===== src/rtl/monster_spawn_ctrl.sv =====
// Spawn scheduler: counts frames, picks the lowest free monster slot and issues a
// one-cycle gene pulse with a pseudo-random start X and a start direction.
module monster_spawn_ctrl #(
  parameter int          NUM_SLOTS      = 4,
  parameter logic [9:0]  SPAWN_INTERVAL = 10'd240,
  parameter logic [9:0]  X_MIN          = 10'd170,
  parameter logic [9:0]  SPAWN_Y        = 10'd0,
  parameter logic [2:0]  ACK_FRAMES     = 3'd4,
  parameter logic [15:0] LFSR_SEED      = 16'hACE1
) (
  input  logic                 i_clk,
  input  logic                 i_reset,
  input  logic                 i_frame_clk,
  input  logic                 i_enable,
  input  logic [1:0]           i_level,
  input  logic [NUM_SLOTS-1:0] i_slot_active,
  output logic [NUM_SLOTS-1:0] o_gene,
  output logic [9:0]           o_spawn_x,
  output logic [9:0]           o_spawn_y,
  output logic                 o_spawn_dir,
  output logic [7:0]           o_spawn_count,
  output logic                 o_no_ack_err
);

  localparam int SEL_W = (NUM_SLOTS > 1) ? $clog2(NUM_SLOTS) : 1;

  typedef enum logic [2:0] {
    S_IDLE,
    S_COUNT,
    S_SEARCH,
    S_ISSUE,
    S_COOLDOWN
  } state_t;

  state_t           r_state;
  state_t           w_state_nxt;
  logic [9:0]       r_frame_cnt;
  logic [9:0]       w_frame_cnt_nxt;
  logic [2:0]       r_ack_cnt;
  logic [2:0]       w_ack_cnt_nxt;
  logic [SEL_W-1:0] r_sel;
  logic [SEL_W-1:0] w_sel_nxt;
  logic [9:0]       r_spawn_x;
  logic [9:0]       w_spawn_x_nxt;
  logic             r_spawn_dir;
  logic             w_spawn_dir_nxt;
  logic [7:0]       r_spawn_count;
  logic [7:0]       w_spawn_count_nxt;
  logic             r_no_ack_err;
  logic             w_no_ack_err_nxt;
  logic [15:0]      r_lfsr;
  logic [15:0]      w_lfsr_nxt;

  logic [9:0]       w_thr_shift;
  logic [9:0]       w_thr;
  logic [10:0]      w_frame_inc;
  logic [2:0]       w_ack_inc;
  logic             w_free_found;
  logic [SEL_W-1:0] w_free_idx;

  // Free-running Galois LFSR, right-shifting with taps 16'hB400.
  assign w_lfsr_nxt = {1'b0, r_lfsr[15:1]} ^ (r_lfsr[0] ? 16'hB400 : 16'h0000);

  assign w_thr_shift = SPAWN_INTERVAL >> i_level;
  assign w_thr       = (w_thr_shift == 10'd0) ? 10'd1 : w_thr_shift;
  assign w_frame_inc = {1'b0, r_frame_cnt} + 11'd1;
  assign w_ack_inc   = r_ack_cnt + 3'd1;

  always_comb begin
    w_free_found = 1'b0;
    w_free_idx   = '0;
    for (int i = NUM_SLOTS - 1; i >= 0; i--) begin
      if (!i_slot_active[i]) begin
        w_free_found = 1'b1;
        w_free_idx   = SEL_W'(i);
      end
    end
  end

  always_comb begin
    w_state_nxt       = r_state;
    w_frame_cnt_nxt   = r_frame_cnt;
    w_ack_cnt_nxt     = r_ack_cnt;
    w_sel_nxt         = r_sel;
    w_spawn_x_nxt     = r_spawn_x;
    w_spawn_dir_nxt   = r_spawn_dir;
    w_spawn_count_nxt = r_spawn_count;
    w_no_ack_err_nxt  = r_no_ack_err;

    case (r_state)
      S_IDLE: begin
        w_frame_cnt_nxt = '0;
        if (i_enable) w_state_nxt = S_COUNT;
      end
      S_COUNT: begin
        if (i_frame_clk) begin
          // >= rather than == so a lowered threshold fires on the next frame
          if (w_frame_inc >= {1'b0, w_thr}) begin
            w_frame_cnt_nxt = '0;
            w_state_nxt     = S_SEARCH;
          end else begin
            w_frame_cnt_nxt = w_frame_inc[9:0];
          end
        end
      end
      S_SEARCH: begin
        w_frame_cnt_nxt = '0;
        if (w_free_found && i_enable) begin
          w_sel_nxt       = w_free_idx;
          w_spawn_x_nxt   = X_MIN + {2'b00, r_lfsr[7:0]};
          w_spawn_dir_nxt = r_lfsr[15];
          w_state_nxt     = S_ISSUE;
        end
      end
      S_ISSUE: begin
        if (r_spawn_count != 8'hFF) w_spawn_count_nxt = r_spawn_count + 8'd1;
        w_ack_cnt_nxt = '0;
        w_state_nxt   = S_COOLDOWN;
      end
      S_COOLDOWN: begin
        // An ack arriving with the final frame wins over the timeout.
        if (i_slot_active[r_sel]) begin
          w_state_nxt = S_COUNT;
        end else if (i_frame_clk) begin
          if (w_ack_inc == ACK_FRAMES) begin
            w_no_ack_err_nxt = 1'b1;
            w_state_nxt      = S_COUNT;
          end else begin
            w_ack_cnt_nxt = w_ack_inc;
          end
        end
      end
      default: begin
        w_state_nxt = S_IDLE;
      end
    endcase

    if (!i_enable) begin
      w_state_nxt     = S_IDLE;
      w_frame_cnt_nxt = '0;
    end
  end

  always_ff @(posedge i_clk or posedge i_reset) begin
    if (i_reset) begin
      r_state       <= S_IDLE;
      r_frame_cnt   <= '0;
      r_ack_cnt     <= '0;
      r_sel         <= '0;
      r_spawn_x     <= X_MIN;
      r_spawn_dir   <= 1'b0;
      r_spawn_count <= '0;
      r_no_ack_err  <= 1'b0;
      r_lfsr        <= LFSR_SEED;
    end else begin
      r_state       <= w_state_nxt;
      r_frame_cnt   <= w_frame_cnt_nxt;
      r_ack_cnt     <= w_ack_cnt_nxt;
      r_sel         <= w_sel_nxt;
      r_spawn_x     <= w_spawn_x_nxt;
      r_spawn_dir   <= w_spawn_dir_nxt;
      r_spawn_count <= w_spawn_count_nxt;
      r_no_ack_err  <= w_no_ack_err_nxt;
      r_lfsr        <= w_lfsr_nxt;
    end
  end

  // Gene is decoded purely from registers so it cannot glitch on input changes.
  always_comb begin
    o_gene = '0;
    if (r_state == S_ISSUE) o_gene[r_sel] = 1'b1;
  end

  assign o_spawn_x     = r_spawn_x;
  assign o_spawn_y     = SPAWN_Y;
  assign o_spawn_dir   = r_spawn_dir;
  assign o_spawn_count = r_spawn_count;
  assign o_no_ack_err  = r_no_ack_err;

endmodule


===== config.mk =====
export PLATFORM = sky130hd
export DESIGN_NAME = monster_spawn_ctrl
export DESIGN_NICKNAME = d
export VERILOG_FILES = /design/src/rtl/monster_spawn_ctrl.sv
export SDC_FILE = /design/constraint.sdc
export NUM_CORES = 1
export LEC_CHECK = 0
export CAP_MARGIN = 20
export CORE_ASPECT_RATIO = 1.2
export CORE_MARGIN = 2
export CORE_UTILIZATION = 55
export CTS_BUF_LIST = sky130_fd_sc_hd__clkbuf_8
export CTS_CLUSTER_SIZE = 16
export DETAILED_ROUTE_END_ITERATION = 10
export PLACE_DENSITY_LB_ADDON = 0.25
export SKIP_LAST_GASP = 1
export SLEW_MARGIN = 20
export SYNTH_ARGS = -nofsm -noshare
export SYNTH_HDL_FRONTEND = slang
export SYNTH_SLANG_ARGS = --single-unit
export TNS_END_PERCENT = 100

===== constraint.sdc =====
create_clock -name i_clk -period 5.2 [get_ports i_clk]
set_input_delay 1.04 -clock i_clk [delete_from_list [all_inputs] [get_ports i_clk]]
set_output_delay 1.04 -clock i_clk [all_outputs]
set_load 0.005 [all_outputs]

# Word level (Yosys, flattened, before mapping)
# Cells that the tools add are included.
# word_totals
reg_bits,54
inputBits,10
out_inout_bits,34
wordCells,77
# op_classes
n_addsub,4
order_cmp,3
eq_ne,15
shift,1
n_mux,31
n_bitwise,2
n_reduce_logical,12
# op_table
operator,count
$mux W10,4
$mux W3,10
$pmux W10 S2,1
$mux W16,1
$xor A15 B16 Y16,1
$pmux W3 S5,1
$add A10 B1 Y11 const B,1
$ge A11 B10 Y1,1
$logic_not A10 Y1,1
$shr A8 B2 Y10 const A,1
$add A8 B8 Y9 const A,1
$ne A3 B3 Y1 const B,3
$add A8 B1 Y8 const B,1
$mux W2,4
$ne A4 B4 Y1 const B,2
$ne A8 B8 Y1 const B,1
$reduce_and A4 Y1,2
$eq A3 B2 Y1 const B,2
$eq A3 B3 Y1 const B,2
$mux W1,6
$ne A2 B2 Y1 const B,3
$pmux W3 S2,1
$reduce_and A2 Y1,3
$reduce_and A5 Y1,1
13 further kinds,14

# Longest topological paths before layout
# Gate-level depths: netlist of run 1.
# depth
ltp_word,8
depth_mapped,10
mapped_depth_nobuf,10

# Worst setup path before layout of run 1
# No wires, ideal clock.
# synth_timing
path_kind,input to register
from,in i_level[0]
to,reg r_frame_cnt[0]
setup_ns,0.125
arrival_time_ns,2.257
t_required_ns,5.075
path_slack_ns,2.818
path_stages,8
n_path_buf,0
path_cell_list,nor2_1 -> inv_1 -> ha_1 -> nand3_1 -> a21o_1 -> a21oi_2 -> nor3_2 -> mux2_2
# synth_via
elab_chain_cells,8
# synth_rtl
item,line,rtl
"start, declared",15,"input logic [1:0] i_level,"
$shr A8 B2 Y10 *,64,assign w_thr_shift = SPAWN_INTERVAL >> i_level;
$logic_not A10 Y1,65,assign w_thr = (w_thr_shift == 10'd0) ? 10'd1 : w_thr_shift;
$mux W10 *,65,
$ge A11 B10 Y1 *,98,"if (w_frame_inc >= {1'b0, w_thr}) begin"
$mux W10 *,98,
$mux W10 *,96,if (i_frame_clk) begin
$pmux W10 S2 *,90,case (r_state)
$mux W10 *,138,if (!i_enable) begin
"end signal, assigned",157,r_frame_cnt <= w_frame_cnt_nxt;
"end, declared",37,logic [9:0] r_frame_cnt;
# Mark *: on every way between the ends. The rest lies on a longest branch, timed or not. The select of a mux whose other input is x is not followed.
# A chain may end at the register's enable or synchronous reset.

# Worst setup path in the final report of run 1
# layout_timing
from,reg r_state[2]
to,out o_gene[0]
# layout_via
elab_chain_cells,2
# layout_rtl
item,line,rtl
"start, declared",35,state_t r_state;
"start signal, assigned",156,r_state <= w_state_nxt;
$eq A3 B2 Y1,171,if (r_state == S_ISSUE) o_gene[r_sel] = 1'b1;
$mux W4,171,
"end, declared",17,"output logic [NUM_SLOTS-1:0] o_gene,"
# Every way passes these cells.

==> impl_metrics.json, run 1 <==
{
  "skew_ps": 8.17,
  "dp_hpwl_mm": 3.30,
  "die-area_um2": 5250,
  "finalNonFillerCells": 324,
  "p_leak_nw": 1.44,
  "cp_slowest_stage_delay_ps": 530,
  "root_buffer": "clkbuf_8",
  "routed_wl_mm": 4.52,
  "fin_total_pwr_mw": 0.671,
  "io_buffers": 32,
  "crit_buf_inv": 1,
  "place_congestion": 0.824,
  "synth.cell_area_um2": 2580,
  "fp.dieW_um": 66.5,
  "powerDensity_nw_per_um2": 224,
  "critPathCaptureType": "output port",
  "drive_gt1_share_pct": 13.2,
  "setup_tns_ps": 0,
  "worst-path-max-fanout": 10,
  "rsz0062_at_grt": "no",
  "clkSinkCount": 53,
  "cp-start-kind": "register",
  "synthArstFlopShare_pct": 100,
  "insertion_delay_ps": 300,
  "rows": 27,
  "htree_levels": 2,
  "hold_class": "register to register",
  "design_area_um2": 3000,
  "synth.distinct_cells": 50,
  "synth_area_per_cell_um2": 11.2,
  "area_delta_synth_final_pct": 16.3,
  "tightest_slew_ps": 860,
  "ir_drop_mv": 0.176,
  "place_area_um2": 2910,
  "yosysTopAreaCell": "dfrtp_1",
  "drc_errors": 0,
  "antenna_found_initial": 0,
  "worst_ep_arrival_time_ps": 1870,
  "cp.required_ps": 4160,
  "cp_top_family": "simple AND/OR/NAND/NOR gates",
  "synthTopCellsByArea": "dfrtp_1 40%, dfstp_2 12%, ha_1 5.3%, xnor2_1 3.4%, buf_4 3.2%",
  "drv_cap": 0,
  "globalRouteTotalUtil_pct": 19.3,
  "cts_resized": 0,
  "setup_violations": 0,
  "status": "finished clean",
  "initial_core_util_pct": 56.5,
  "num_antenna_cells": 0,
  "synth.top_cell.area_share_pct": 39.8,
  "clockBufferDepth": 2,
  "cts_buffers": 5,
  "cts_tree": "done",
  "avgViaCountPerCell": 5.35,
  "clkTransAtPathRegs_ps": 90,
  "dp_cells": 316,
  "synth_cells": 230,
  "fillCellCount": 386,
  "period_minus_slack_ps": 2910,
  "post_cts_buffers": 0,
  "fmaxAchievable_mhz": 343,
  "grt_pass1_wl_mm": 7.75,
  "fin_nets": 286,
  "grt_max_degree": 54,
  "critical_path_class": "register to output port",
  "cp_slowest_cell": "clkdlybuf4s50_1",
  "synth.yosys.seq_area_share_pct": 52.0,
  "num_io_pins": 44,
  "synth_edf_count": 0,
  "first_global_vias": 1744,
  "via_count": 1735,
  "post_drt_wl_per_cell_um": 14.0,
  "finalHoldViolCount": 0,
  "ctsHoldBuffers": 0,
  "ant_nets": 0,
  "drt-initial-drc-count": 93,
  "max-slew-margin-rel_pct": 42.6,
  "core_um2": 4560,
  "overflow": 0,
  "ys_ff_latch": 53,
  "drt-pass1-iter-count": 4,
  "path_cells": "nand3b_1, nor3_1, clkdlybuf4s50_1",
  "synth_top_flop_cell": "dfrtp_1",
  "die_h_um": 79.0,
  "synth_warnings": 0,
  "min_period_over_period_pct": 56.0,
  "maxSlewViolCount": 0
}
layout by cell type, fill, tap and decap left out, drive strengths merged, types with 7 or more instances in the layout:
cell type      netlist  routed
xor2                 7       7
nor2                 9       9
a21oi                8       8
clkdlybuf4s50        0      32
dfrtp               41      41
a21o                 9       9
ha                  11      11
conb                 1      11
inv                  7       7
nand3                7       7
o21ai               14      14
dfstp               12      12
nand2               23      23
xnor2               10      10
mux2                 8       8
where the power goes:
| group | internal, mW | switching [mW] | total (mW) |
|---|---|---|---|
| clock | 0.0917 | 0.128 | 0.219 |
| combinational | 0.0133 | 0.0216 | 0.0349 |
| sequential | 0.414 | 0.00252 | 0.417 |
per-layer routing:
| metal | share of wire (%) | wire [µm] | global-route usage (%) |
|---|---|---|---|
| met5 | 0 | 0 | 0 |
| met4 | 1.7 | 78 | 6.94 |
| met3 | 4.0 | 180 | 4.11 |
| met2 | 51 | 2290 | 33.2 |
| met1 | 44 | 1980 | 23.7 |
Yosys cell counts, types with 2 or more instances:
cell / n
a2111oi_0: 4
a21o_1: 9
a21oi_1: 7
a22o_1: 3
and2_1: 3
and3_1: 3
buf_4: 11
clkbuf_1: 3
dfrtp_1: 41
dfstp_2: 12
ha_1: 11
inv_1: 7
mux2_1: 6
mux2_2: 2
nand2_1: 21
nand2_2: 2
nand2b_1: 5
nand3_1: 6
nand4_1: 5
nor2_1: 9
nor2b_1: 3
nor3_1: 3
o21ai_0: 4
o21ai_1: 9
xnor2_1: 10
xor2_1: 7
worst register-to-register path: stages, from the launching register on:
cell,delay [ps]
dfrtp_1,410
ha_1,230
nand3_2,150
or3_1,400
nand2_1,90
ha_1,240
a21o_1,160
a211oi_1,270
o21ai_2,160
a2111oi_0,360
a21o_1,140
worst paths after layout:
path,from,endpoint,slack [ps],cells past startpoint
setup / recovery,r_state[2],o_gene[0],2290,3
hold / removal,r_lfsr[12],r_lfsr[11],350,0
setup reg to reg,r_frame_cnt[1],r_frame_cnt[4],2540,10
max in group asynchronous,i_reset,o_no_ack_err,3480,2
min in group asynchronous,i_reset,r_frame_cnt[9],1200,2
hold reg to reg,r_lfsr[12],r_lfsr[11],350,0
area by class of cell:
| type | count | area [µm²] | area share [%] |
|---|---|---|---|
| tap | 58 | 72.6 | 2.42 |
| multi-input combinational | 166 | 1150 | 38.5 |
| clock buffer | 5 | 68.8 | 2.30 |
| sequential | 53 | 1340 | 44.7 |
| inverter | 7 | 27.5 | 0.918 |
| timing repair buffer | 32 | 320 | 10.7 |
| clock inverter | 3 | 13.8 | 0.459 |
kinds of logic after synthesis:
family	after synthesis	synth area share, %
buf+inv	21	4.66
flops	53	52.0
mux	9	4.37
xor+xnor	17	5.78
simple gates	71	15.1
other cells	1	0.145
compound gates	47	12.5
fa+ha+maj	11	5.34
sequential cells by signal, indices dropped and copies added, names as in the netlist:
signal,count
o_no_ack_err,1
o_spawn_count,8
o_spawn_dir,1
o_spawn_x,9
r_ack_cnt,3
r_frame_cnt,10
r_lfsr,16
r_sel,2
r_state,3
stage by stage:
stage	hold WS, ps	setup WS (ps)	utilization [%]
final	351	2290	65.7
after CTS	364	2250	65.7
after floorplan	331	2820	-
after global placement	336	2140	63.9
after global routing	364	2160	65.7
after detailed placement	350	2150	63.9
Power figures use the tool's default switching activity.
==> run 2: changes to the inputs <==
==> constraint.sdc (replaced) <==
create_clock -name i_clk -period 2.7 [get_ports i_clk]
set_input_delay 0.54 -clock i_clk [delete_from_list [all_inputs] [get_ports i_clk]]
set_output_delay 0.54 -clock i_clk [all_outputs]
set_load 0.005 [all_outputs]
==> impl_metrics.json, run 2 (synthesis gave the netlist of run 1 again) <==
{
  "area_delta_synth_final_pct": 20.9,
  "htree_levels": 2,
  "final_cell_mix": "41 x dfrtp_1, 32 x clkdlybuf4s50_1, 21 x nand2_1, 12 x dfstp_2",
  "whs_ps": 362,
  "num_antenna_cells": 0,
  "overflow": 0,
  "cts_buffers": 5,
  "die_h_um": 79.0,
  "antenna_found_initial": 0,
  "fp.dieW_um": 66.5,
  "setup_tns_ps": 0,
  "post_drt_wl_per_cell_um": 14.3,
  "cp.required_ps": 2940,
  "rsz0062_at_grt": "no",
  "status": "finished clean",
  "place_congestion": 0.776,
  "design_area_um2": 3120,
  "drt-initial-drc-count": 71,
  "finalHoldViolCount": 0,
  "min_period_over_period_pct": 94.7,
  "period_minus_slack_ps": 2560,
  "num_io_pins": 44,
  "post-route-util_pct": 68.3,
  "clockBufferDepth": 2,
  "finalNonFillerCells": 328,
  "place_ws_ps": 107,
  "dp_hpwl_mm": 3.26,
  "worst_ep_arrival_time_ps": 2800,
  "p_leak_nw": 1.48,
  "largest_reg_flops": 16,
  "core_um2": 4560,
  "cts_tree": "done",
  "critical_path_class": "register to register",
  "initial_core_util_pct": 56.5,
  "layout_commonest_cell": "dfrtp_1",
  "fin_nets": 290,
  "setup_violations": 0,
  "fin_total_pwr_mw": 1.43,
  "routed_wl_mm": 4.68,
  "powerDensity_nw_per_um2": 458,
  "hold_class": "register to register",
  "drc_errors": 0,
  "ir_drop_mv": 0.385,
  "first_global_vias": 1821,
  "maxSlewViolCount": 0,
  "regMostFlops": "r_lfsr",
  "root_buffer": "clkbuf_8",
  "clkSinkCount": 53,
  "place_area_um2": 2940,
  "max-slew-margin-rel_pct": 56.2,
  "cp-start-kind": "register",
  "via_count": 1773,
  "fmaxAchievable_mhz": 391,
  "clkTransAtPathRegs_ps": 90,
  "critPathCaptureType": "register",
  "io_buffers": 32,
  "grt_max_degree": 54,
  "grt_pass1_wl_mm": 8.07,
  "fillCellCount": 363,
  "avgViaCountPerCell": 5.41,
  "dp_cells": 320,
  "drive_gt1_share_pct": 16.3,
  "globalRouteTotalUtil_pct": 20.0,
  "tightest_slew_ps": 658,
  "fin_ws_ps": 144,
  "ctsHoldBuffers": 0,
  "rows": 27,
  "insertion_delay_ps": 300,
  "die-area_um2": 5250,
  "ant_nets": 0,
  "drt-pass1-iter-count": 4,
  "skew_ps": 3.81,
  "drv_cap": 0,
  "worst-path-max-fanout": 7
}
-- run 2: cell type report --
class / count / area [µm²] / area share, %
flip-flops and latches: 53 / 1340 / 43.0
inverters: 7 / 26.3 / 0.843
clock buffers: 6 / 82.6 / 2.65
clock inverters: 2 / 33.8 / 1.08
multi-input cells: 166 / 1210 / 38.8
repair buffers: 36 / 350 / 11.2
well taps: 58 / 72.6 / 2.33
-- run 2: final timing paths --
check / startpoint / end / slack [ps] / cells past startpoint
min: r_lfsr[12] / r_lfsr[11] / 360 / 0
min reg2reg: r_lfsr[12] / r_lfsr[11] / 360 / 0
max: r_frame_cnt[1] / r_frame_cnt[2] / 140 / 10
min in group asynchronous: i_reset / r_frame_cnt[3] / 740 / 3
max reg2reg: r_frame_cnt[1] / r_frame_cnt[2] / 140 / 10
max in group asynchronous: i_reset / o_spawn_count[0] / 1530 / 3
-- run 2: timing repair --
action	4_1_cts	5_1_grt
setup buffers	0	0
resized for setup	0	13
endpoints found under the setup margin	0	7
-- run 2: worst max-delay path, cell delays in order (launching register included) --
cell and delay [ps]:
dfrtp_1 400, ha_1 210, nand3_2 140, or3_4 420
nand2_1 80, ha_1 230, a21o_1 170, a211oi_2 240
o21ai_2 190, a2111oi_1 310, a21o_1 120
-- run 2: metal layers --
layer  routed length [µm]  track usage [%]
met4                   45             7.14
met1                 2220             26.7
met2                 2340             32.9
met5                    0                0
met3                   71             2.97
-- run 2: power breakdown --
group / leakage [nW] / internal, mW / switching, mW
registers: 0.689 / 0.798 / 0.00405
logic: 0.732 / 0.0295 / 0.0459
clock network: 0.0626 / 0.299 / 0.250
total: 1.48 / 1.13 / 0.300
==> run 3: changes to the inputs <==
--- a/config.mk
+++ b/config.mk
@@ -5,10 +5,11 @@
 export SDC_FILE = /design/constraint.sdc
 export NUM_CORES = 1
 export LEC_CHECK = 0
+export ABC_CLOCK_PERIOD_IN_PS = 2700
 export CAP_MARGIN = 20
 export CORE_ASPECT_RATIO = 1.2
 export CORE_MARGIN = 2
-export CORE_UTILIZATION = 55
+export CORE_UTILIZATION = 35
 export CTS_BUF_LIST = sky130_fd_sc_hd__clkbuf_8
 export CTS_CLUSTER_SIZE = 16
 export DETAILED_ROUTE_END_ITERATION = 10
==> impl_metrics.json, run 3 (synthesis gave the netlist of run 1 again) <==
{
  "avgViaCountPerCell": 4.85,
  "final_cell_mix": "41 x dfrtp_1, 32 x clkdlybuf4s50_1, 21 x nand2_1, 12 x dfstp_2, 11 x conb_1",
  "p_sw_mw": 0.307,
  "seqPwrFrac_pct": 53.3,
  "drt-initial-drc-count": 55,
  "maxSlewViolCount": 0,
  "min_period_over_period_pct": 94.7,
  "powerDensity_nw_per_um2": 471,
  "p_int_mw": 1.20,
  "p_leak_nw": 1.51,
  "status": "finished clean",
  "root_buffer": "clkbuf_8",
  "globalRouteTotalUtil_pct": 12.5,
  "via_count": 1760,
  "p_comb_share_pct": 5.2,
  "area_delta_synth_final_pct": 23.9,
  "insertion_delay_ps": 300,
  "worst_ep_arrival_time_ps": 2800,
  "antenna_found_initial": 0,
  "fp.dieW_um": 82.3,
  "die_h_um": 98.0,
  "critPathCaptureType": "register",
  "drt-pass1-iter-count": 4,
  "drive_gt1_share_pct": 17.6,
  "cp-start-kind": "register",
  "io_buffers": 32,
  "core_um2": 7190,
  "grt_max_degree": 54,
  "cts_buffers": 5,
  "fin_total_pwr_mw": 1.51,
  "cts_tree": "done",
  "fmaxAchievable_mhz": 391,
  "cp-startpoint": "r_frame_cnt[1]",
  "path_cells": "ha_2, nand3_2, or3_1, nand2_1, ha_1, a21o_1, a211oi_2, o21ai_4, nor3_4, mux2_2",
  "clkTransAtPathRegs_ps": 90,
  "routed_wl_mm": 4.79,
  "drv_cap": 0,
  "cp_slowest_stage_delay_ps": 410,
  "hold_start": "r_lfsr[9]",
  "cp.required_ps": 2940,
  "worst-path-max-fanout": 6,
  "hold_class": "register to register",
  "swShare_pct": 20.4,
  "first_global_vias": 1667,
  "ir_drop_mv": 0.342,
  "rows": 34,
  "ant_nets": 0,
  "critical_path_class": "register to register",
  "p_clk_share_pct": 41.5,
  "cp_slowest_cell": "or3_1",
  "drc_errors": 0,
  "overflow": 0,
  "finalHoldViolCount": 0,
  "period_minus_slack_ps": 2560,
  "num_io_pins": 44,
  "fin_nets": 293,
  "dp_cells": 352,
  "clkSinkCount": 53,
  "r2r-start": "r_frame_cnt[1]",
  "grt_pass1_wl_mm": 7.80,
  "largest_reg_flops": 16,
  "dp_hpwl_mm": 3.43,
  "layout_commonest_cell": "dfrtp_1",
  "regMostFlops": "r_lfsr",
  "initial_core_util_pct": 35.9,
  "place_congestion": 0.812,
  "clockBufferDepth": 2,
  "post_drt_wl_per_cell_um": 13.2,
  "skew_ps": 6.10,
  "setup_violations": 0,
  "htree_levels": 2,
  "fillCellCount": 669,
  "die-area_um2": 8070,
  "finalNonFillerCells": 363,
  "num_antenna_cells": 0
}
[run 3: cell count changes in the layout (fill, tap and decap cells not counted), sizes merged]
cell | previous run | this run
buf | 4 | 7
clkbuf | 6 | 5
inv | 8 | 7
bufinv | 1 | 2
clkinv | 0 | 1
[run 3: per-stage QoR]
| step | setup slack (ps) | instance area (µm²) | hold WS [ps] | utilization [%] | setup TNS [ps] |
|---|---|---|---|---|---|
| floorplan | 368 | 2620 | 331 | - | 0 |
| global placement | 97.6 | 3000 | 334 | 41.7 | 0 |
| detailed placement | 59.0 | 3000 | 335 | 41.7 | 0 |
| CTS | 50.1 | 3130 | 357 | 43.5 | 0 |
| global route | -28.9 | 3190 | 371 | 44.4 | -64.2 |
| finish | 144 | 3190 | 355 | 44.4 | 0 |
[run 3: cell type report]
| cell class | instances | area (µm²) | area share [%] |
|---|---|---|---|
| Clock buffer | 5 | 68.8 | 2.15 |
| Sequential cell | 53 | 1340 | 42.0 |
| Tap cell | 90 | 113 | 3.53 |
| Inverter | 7 | 26.3 | 0.823 |
| Multi-Input combinational cell | 166 | 1190 | 37.4 |
| Timing Repair Buffer | 39 | 385 | 12.1 |
| Clock inverter | 3 | 65.1 | 2.04 |
[run 3: worst paths after layout]
kind | slack, ps | cells past startpoint | end
hold / removal | 360 | 0 | r_lfsr[8]
min in group asynchronous | 590 | 3 | r_lfsr[12]
hold reg to reg | 360 | 0 | r_lfsr[8]
max in group asynchronous | 1820 | 3 | o_spawn_x[5]
setup reg to reg | 140 | 10 | r_frame_cnt[0]
setup / recovery | 140 | 10 | r_frame_cnt[0]
[run 3: per-layer routing]
metal	GRT usage, %	part of all wire [%]
met5	0	0
met4	3.97	1.1
met3	3.51	4.3
met2	19.6	49
met1	16.6	45
[run 3: power groups by stage]
stage	Clock, mW	Sequential [mW]	Combinational [mW]
2_1_floorplan	0	0.816	0.0535
3_3_place_gp	0	0.817	0.0771
6_report	0.625	0.802	0.0790
3_5_place_dp	0	0.817	0.0779
4_1_cts	0.649	0.802	0.0783
5_1_grt	0.678	0.803	0.0913
[run 3: worst max-delay path, delay by kind of cell, from the launching register on]
kind                       cells  cell delay [ps]
muxes                          1              190
and+or+nand+nor                4              890
DFF                            1              400
adders and majority gates      2              460
AOI/OAI and AO/OA              3              570
[run 3: what timing repair did]
item | in CTS | in global routing
endpoints found under the setup margin | 0 | 8
gates resized for setup | 0 | 12
hold buffers | 0 | 0
hold endpoints to repair | 0 | 0
buffers inserted | 0 | 3
==> variant 1: new RTL, flow settings as in run 3 <==
The 5 states of `state_t` get a one-hot encoding in 5 bits.
--- a/src/rtl/monster_spawn_ctrl.sv
+++ b/src/rtl/monster_spawn_ctrl.sv
@@ -24,12 +24,12 @@
 
   localparam int SEL_W = (NUM_SLOTS > 1) ? $clog2(NUM_SLOTS) : 1;
 
-  typedef enum logic [2:0] {
-    S_IDLE,
-    S_COUNT,
-    S_SEARCH,
-    S_ISSUE,
-    S_COOLDOWN
+  typedef enum logic [4:0] {
+    S_IDLE     = 5'b00001,
+    S_COUNT    = 5'b00010,
+    S_SEARCH   = 5'b00100,
+    S_ISSUE    = 5'b01000,
+    S_COOLDOWN = 5'b10000
   } state_t;
 
   state_t           r_state;
Check against the original RTL: no difference found for any inputs over 10 cycles, from zero or initial values and one cycle with i_reset high; not proved beyond that.
==> variant 1 against run 3 <==
  * Non-clock buffer count is 6 higher
  * Design area is 7.2% higher
  * Sequential cell count is 2 higher
  * Routed wire length is 8.4% higher
  * Worst setup slack worse by 87 ps
  * Utilization is 1.7 points lower
  * Area after synthesis is 11% higher
  * Count of clock-buffer cells in the layout stayed put
  * First-iteration DRC count is 18% higher
Power is not compared: it rests on default switching activity, and its combinational part moved more than twofold at a synthesized area within 25%.
==> variant 1: results (changes against run 3) <==
stage,metric,value,unit,change
clock_network,cell chosen for the clock root,clkbuf_8,,
logic_synthesis,register area share after synthesis,48.8,%,-3.3 points
hold_path,hold_sp,r_lfsr[9],,
pwr,leakage power summed over all cells,1.66,nW,
cells_and_area,nets,325,,+11%
cells_and_area,final-layout fill cell count,783,,+17%
clock_network,clock tree buffer depth,2,,unchanged
drt,number of vias per cell,5.03,,+3.6%
cells_and_area,register containing the most flip-flops in the final layout,r_lfsr,,
logic_synthesis,Async SR Flop Fraction,100,%,unchanged
global_routing,Total Routing Usage GR,12.5,%,+0.043 points
logic_synthesis,Yosys cell types,48,,-4.0%
clock_network,Inserted Clock Buffers,5,,unchanged
place,Routability Congestion,0.791,,-2.6%
drt,DR pass1 iterations,4,,unchanged
cells_and_area,Diodes inserted,0,,unchanged
place,post-detail-place hpwl,3760,µm,+9.7%
drt,violation count after the first detailed-route iteration,65,,+18%
outcome,result of the run,"finished, final reports clean",,
pwr,"IR drop worst, VDD",0.000315,V,
logic_synthesis,most instantiated cells after synthesis,"dfrtp_1 (42), nand2_1 (21), nor2_1 (21)",,
clock_network,clock latency of the later-clocked register in the worst-skew pair,310,ps,
logic_synthesis,synth warn,0,,unchanged
setup_path,CP max stage delay,570,ps,+160 ps
timing,worst-margin pin slew,673,ps,
global_routing,initial antenna violation count,0,,unchanged
timing,largest clock skew in the final design,8.81,ps,+2.71 ps
global_routing,first-pass GRT wire length,8910,µm,+14%
setup_path,first element of the critical path,r_state[1],,
place,count of input and output buffers,32,,unchanged
hold_path,worst min path class,reg2reg,,
setup_path,peak fanout along the critical path,5,,-1
setup_path,slowest stage cell on the critical path,or4b_4,,
drt,routed wire length,5190,µm,+8.4%
logic_synthesis,"top cells by area, synth","dfrtp_1 (37%), dfstp_2 (12%), ha_1 (4.8%), xnor2_1 (3.7%), xor2_1 (3.7%)",,
setup_path,required arrival time at the worst endpoint,2160,ps,-780 ps
clock_network,number of levels in the clock H-tree,2,,unchanged
global_routing,vias in the first global route,1935,,+16%
setup_path,Worst R2R Start,r_frame_cnt[0],,
clock_network,clock-pin transition on the worst setup and hold timing paths,100,ps,
cells_and_area,ratio of cells with drive above 1 in the final layout,22.0,%,+4.4 points
cells_and_area,max FFs per register,16,,unchanged
global_routing,largest net degree at the start of global routing,34,,-37%
-- variant 1: cell count changes after synthesis, sizes merged, moves of 4 or more --
cell     delta
nor2       +15
a21o        -7
a31o        +6
buf         +6
a32o        +5
and3        +5
xor2        +5
a2111oi     -4
nand2b      -4
nor3        -4
-- variant 1: final timing paths --
path,end,slack [ps],cells after the start
min in group asynchronous,o_spawn_count[1],570,2
worst max-delay path,o_gene[1],60,5
worst min-delay path,r_lfsr[8],360,0
max in group asynchronous,o_spawn_x[1],1520,3
worst min register to register,r_lfsr[8],360,0
worst max register to register,r_frame_cnt[2],130,11
-- variant 1: worst max-delay path, delay by kind of cell (launching register included) --
kind                   cells  cell delay [ps]
buffers and inverters      1              500
AND/OR/NAND/NOR            4              860
flip-flops                 1              450
-- variant 1: final cells by class --
type	instances	area [µm²]	share of cell area (%)
Multi-Input combinational cell	187	1340	39.2
Clock inverter	3	26.3	0.768
Clock buffer	5	68.8	2.01
Timing Repair Buffer	45	435	12.7
Sequential cell	55	1400	40.8
Tap cell	95	119	3.47
Inverter	10	37.5	1.10
-- variant 1: timing repair --
item                       CTS  global route
gates resized for setup      3             6
setup endpoints to repair    3            14
setup buffers                0             3
gates cloned                 0             0
pin swaps                    0             1
-- variant 1: cell families after synthesis --
kind of cell,count (synthesis),share of synthesized area (%)
fa+ha+maj,11,4.82
other cells,1,0.131
flops,55,48.8
compound gates,50,13.5
simple gates,83,15.6
buf+inv,31,6.22
xor+xnor,24,7.36
mux,8,3.55
-- variant 1: where the power goes --
| group | total [W] | switching [W] | internal [W] |
|---|---|---|---|
| Sequential | 0.000852 | 0.0000164 | 0.000836 |
| Combinational | 0.000165 | 0.0000848 | 0.0000801 |
| Clock | 0.000466 | 0.000275 | 0.000191 |
-- variant 1: per-stage QoR --
stage                     power (W)  area, µm²  cells  worst slack, ps  setup TNS, ps
after CTS                   0.00150       3380    397             2.33              0
final                       0.00148       3420    400             56.5              0
after detailed placement    0.00102       3280    389             23.1              0
after floorplan            0.000992       2890    273              270              0
after global routing        0.00157       3420    400            -23.3          -23.3
after global placement      0.00102       3280    389             73.8              0
-- variant 1: per-layer routing --
metal,share of wire [%],GRT usage (%),vias up,wire [µm]
met1,45,16.8,987,2360
met3,3.5,2.56,6,180
li1,-,-,981,-
met2,50,20.7,36,2600
met5,0,0,-,0
met4,1.0,3.61,0,52
==> variant 2: new RTL, flow settings as in run 3 <==
Without the edit above. Set the parameter `NUM_SLOTS` to 2 (it was 4).
--- a/src/rtl/monster_spawn_ctrl.sv
+++ b/src/rtl/monster_spawn_ctrl.sv
@@ -1,7 +1,7 @@
 // Spawn scheduler: counts frames, picks the lowest free monster slot and issues a
 // one-cycle gene pulse with a pseudo-random start X and a start direction.
 module monster_spawn_ctrl #(
-  parameter int          NUM_SLOTS      = 4,
+  parameter int          NUM_SLOTS      = 2,
   parameter logic [9:0]  SPAWN_INTERVAL = 10'd240,
   parameter logic [9:0]  X_MIN          = 10'd170,
   parameter logic [9:0]  SPAWN_Y        = 10'd0,
Interface: changed (resized i_slot_active and o_gene); port bits go from 44 to 40. No check against the original RTL was run, so the function may have changed too.
==> variant 2 against run 3 <==
  * Area after synthesis shrank 1.1%
  * Critical endpoint unchanged
  * Via count shrank 1.8%
  * Combinational power grew 32%
  * Maximum frequency grew 1.9%
  * Sequential cell count shrank 1
  * Worst setup slack gained 47 ps
  * Count of clock-buffer cells in the layout is the same
  * Total power shrank 9.6%
  * Synthesized cell count grew 1.3%
  * Largest power group unchanged
  * Critical path depth grew 1
  * Design area shrank 2.8%
  * Routed wire length shrank 3.5%
  * Utilization shrank 1.0 points
  * Largest cell class unchanged
==> variant 2: results (changes against run 3) <==
stage,metric,value,unit,change
outcome,result of the run,"finished, final reports clean",,
place,count of input and output buffers,28,,-13%
place,worst setup slack after placement,39.8,ps,-19.2 ps
drt,number of vias per cell,4.72,,-2.6%
timing,largest clock skew in the final design,6.64,ps,+0.538 ps
logic_synthesis,Post-Syn Instances,233,,+1.3%
global_routing,first-pass GRT wire length,8030,µm,+2.9%
global_routing,largest net degree at the start of global routing,30,,-44%
pwr,leakage power summed over all cells,1.48,nW,-2.0%
global_routing,Total Routing Usage GR,12.9,%,+0.36 points
hold_path,hold_sp,r_lfsr[12],,
clock_network,Inserted Clock Buffers,5,,unchanged
place,post-detail-place hpwl,3390,µm,-1.1%
drt,violation count after the first detailed-route iteration,84,,+53%
cells_and_area,ratio of cells with drive above 1 in the final layout,20.3,%,+2.7 points
pwr,net load switching power,0.000338,W,+10%
clock_network,clock latency of the later-clocked register in the worst-skew pair,310,ps,
logic_synthesis,"top cells by area, synth","dfrtp_1 (39%), dfstp_2 (12%), ha_1 (5.4%), nand2_1 (3.7%), o21ai_0 (3.5%)",,
setup_path,first element of the critical path,r_frame_cnt[0],,
logic_synthesis,Yosys cell types,44,,-12%
clock_network,number of levels in the clock H-tree,2,,unchanged
drt,detail-routed net length per standard cell,12.6,µm,-4.3%
setup_path,WP data arrival,2760,ps,-40 ps
logic_synthesis,most instantiated cells after synthesis,"dfrtp_1 (40), nand2_1 (25), o21ai_0 (18)",,
cells_and_area,nets,294,,+0.34%
pwr,"IR drop worst, VDD",0.000239,V,-30%
drt,routed wire length,4620,µm,-3.5%
setup_path,peak fanout along the critical path,8,,+2
global_routing,vias in the first global route,1718,,+3.1%
logic_synthesis,register area share after synthesis,51.6,%,-0.42 points
place,Routability Congestion,0.771,,-5.0%
setup_path,slowest stage cell on the critical path,dfrtp_2,,
place,Placed Cells incl. Taps,354,,+0.57%
clock_network,cell chosen for the clock root,clkbuf_8,,
==> variant 2: changes by cell type in the layout (fill, tap and decap cells not counted), moves of 4 or more <==
cell / change
a21o_1: -6
clkdlybuf4s50_1: -4
dfrtp_1: -4
inv_1: +4
mux2_1: -6
mux2_2: +4
nand2_1: +4
nand2b_1: -5
o21ai_0: +14
o21ai_1: -5
==> variant 2: cells by family (layout without fill, tap and decap cells) <==
family / after synthesis / after routing / share of synthesized area, %
muxes: 8 / 8 / 3.43
DFF: 52 / 52 / 51.6
and+or+nand+nor: 67 / 67 / 14.1
buffers and inverters: 24 / 57 / 5.30
xor gates and xnor gates: 20 / 20 / 6.87
AOI/OAI and AO/OA: 50 / 50 / 13.1
other: 1 / 11 / 0.147
adders and majority gates: 11 / 11 / 5.40
==> variant 2: power groups by stage <==
stage               Clock, W  Sequential (W)  Combinational (W)
global route        0.000525        0.000798           0.000120
detailed placement         0        0.000811          0.0000971
CTS                 0.000485        0.000796          0.0000973
floorplan                  0        0.000807          0.0000744
finish              0.000461        0.000796           0.000104
global placement           0        0.000811          0.0000959
==> variant 2: metal layers <==
metal  GRT usage (%)  vias up  share of wire, %
met1            17.3      823                46
met2            20.0       29                49
met4            5.00        0               2.0
li1                -      870                 -
met5               0        -                 0
met3            2.60        7               3.3
==> variant 2: cell type report <==
class,count,area [µm²]
well taps,90,113
clock buffers,5,68.8
clock inverters,3,27.5
fillers,707,4040
inverters,11,41.3
multi-input cells,167,1170
flip-flops and latches,52,1320
repair buffers,38,368
==> variant 2: path summary, 6_finish.rpt <==
check	end	slack (ps)	cells past startpoint
min in group asynchronous	o_spawn_count[3]	590	2
max in group asynchronous	r_lfsr[0]	1520	3
worst min register to register	r_lfsr[11]	350	0
worst max register to register	r_frame_cnt[0]	190	11
worst min-delay path	r_lfsr[11]	350	0
worst max-delay path	r_frame_cnt[0]	190	11
==> variant 2: through the flow <==
| step | util [%] | total power [W] | cell area, µm² |
|---|---|---|---|
| after CTS | 42.5 | 0.00138 | 3040 |
| after global routing | 43.4 | 0.00144 | 3100 |
| final | 43.4 | 0.00136 | 3100 |
| after detailed placement | 41.2 | 0.000908 | 2940 |
| after floorplan | - | 0.000881 | 2590 |
| after global placement | 41.2 | 0.000907 | 2940 |
==> variant 2: worst register-to-register path: cells and delay by family, from the launching register on <==
| kind | cells | cell delay (ps) |
|---|---|---|
| AND/OR/NAND/NOR | 5 | 800 |
| XOR/XNOR | 1 | 150 |
| adder cells (fa/ha/maj) | 2 | 490 |
| flip-flops | 1 | 420 |
| multiplexers | 2 | 280 |
| AO/OA/AOI/OAI | 1 | 310 |
==> variant 2: what timing repair did <==
item | CTS | global route
endpoints found under the hold margin | 0 | 0
resized for setup | 0 | 11
setup endpoints to repair | 0 | 7
buffers inserted | 0 | 4
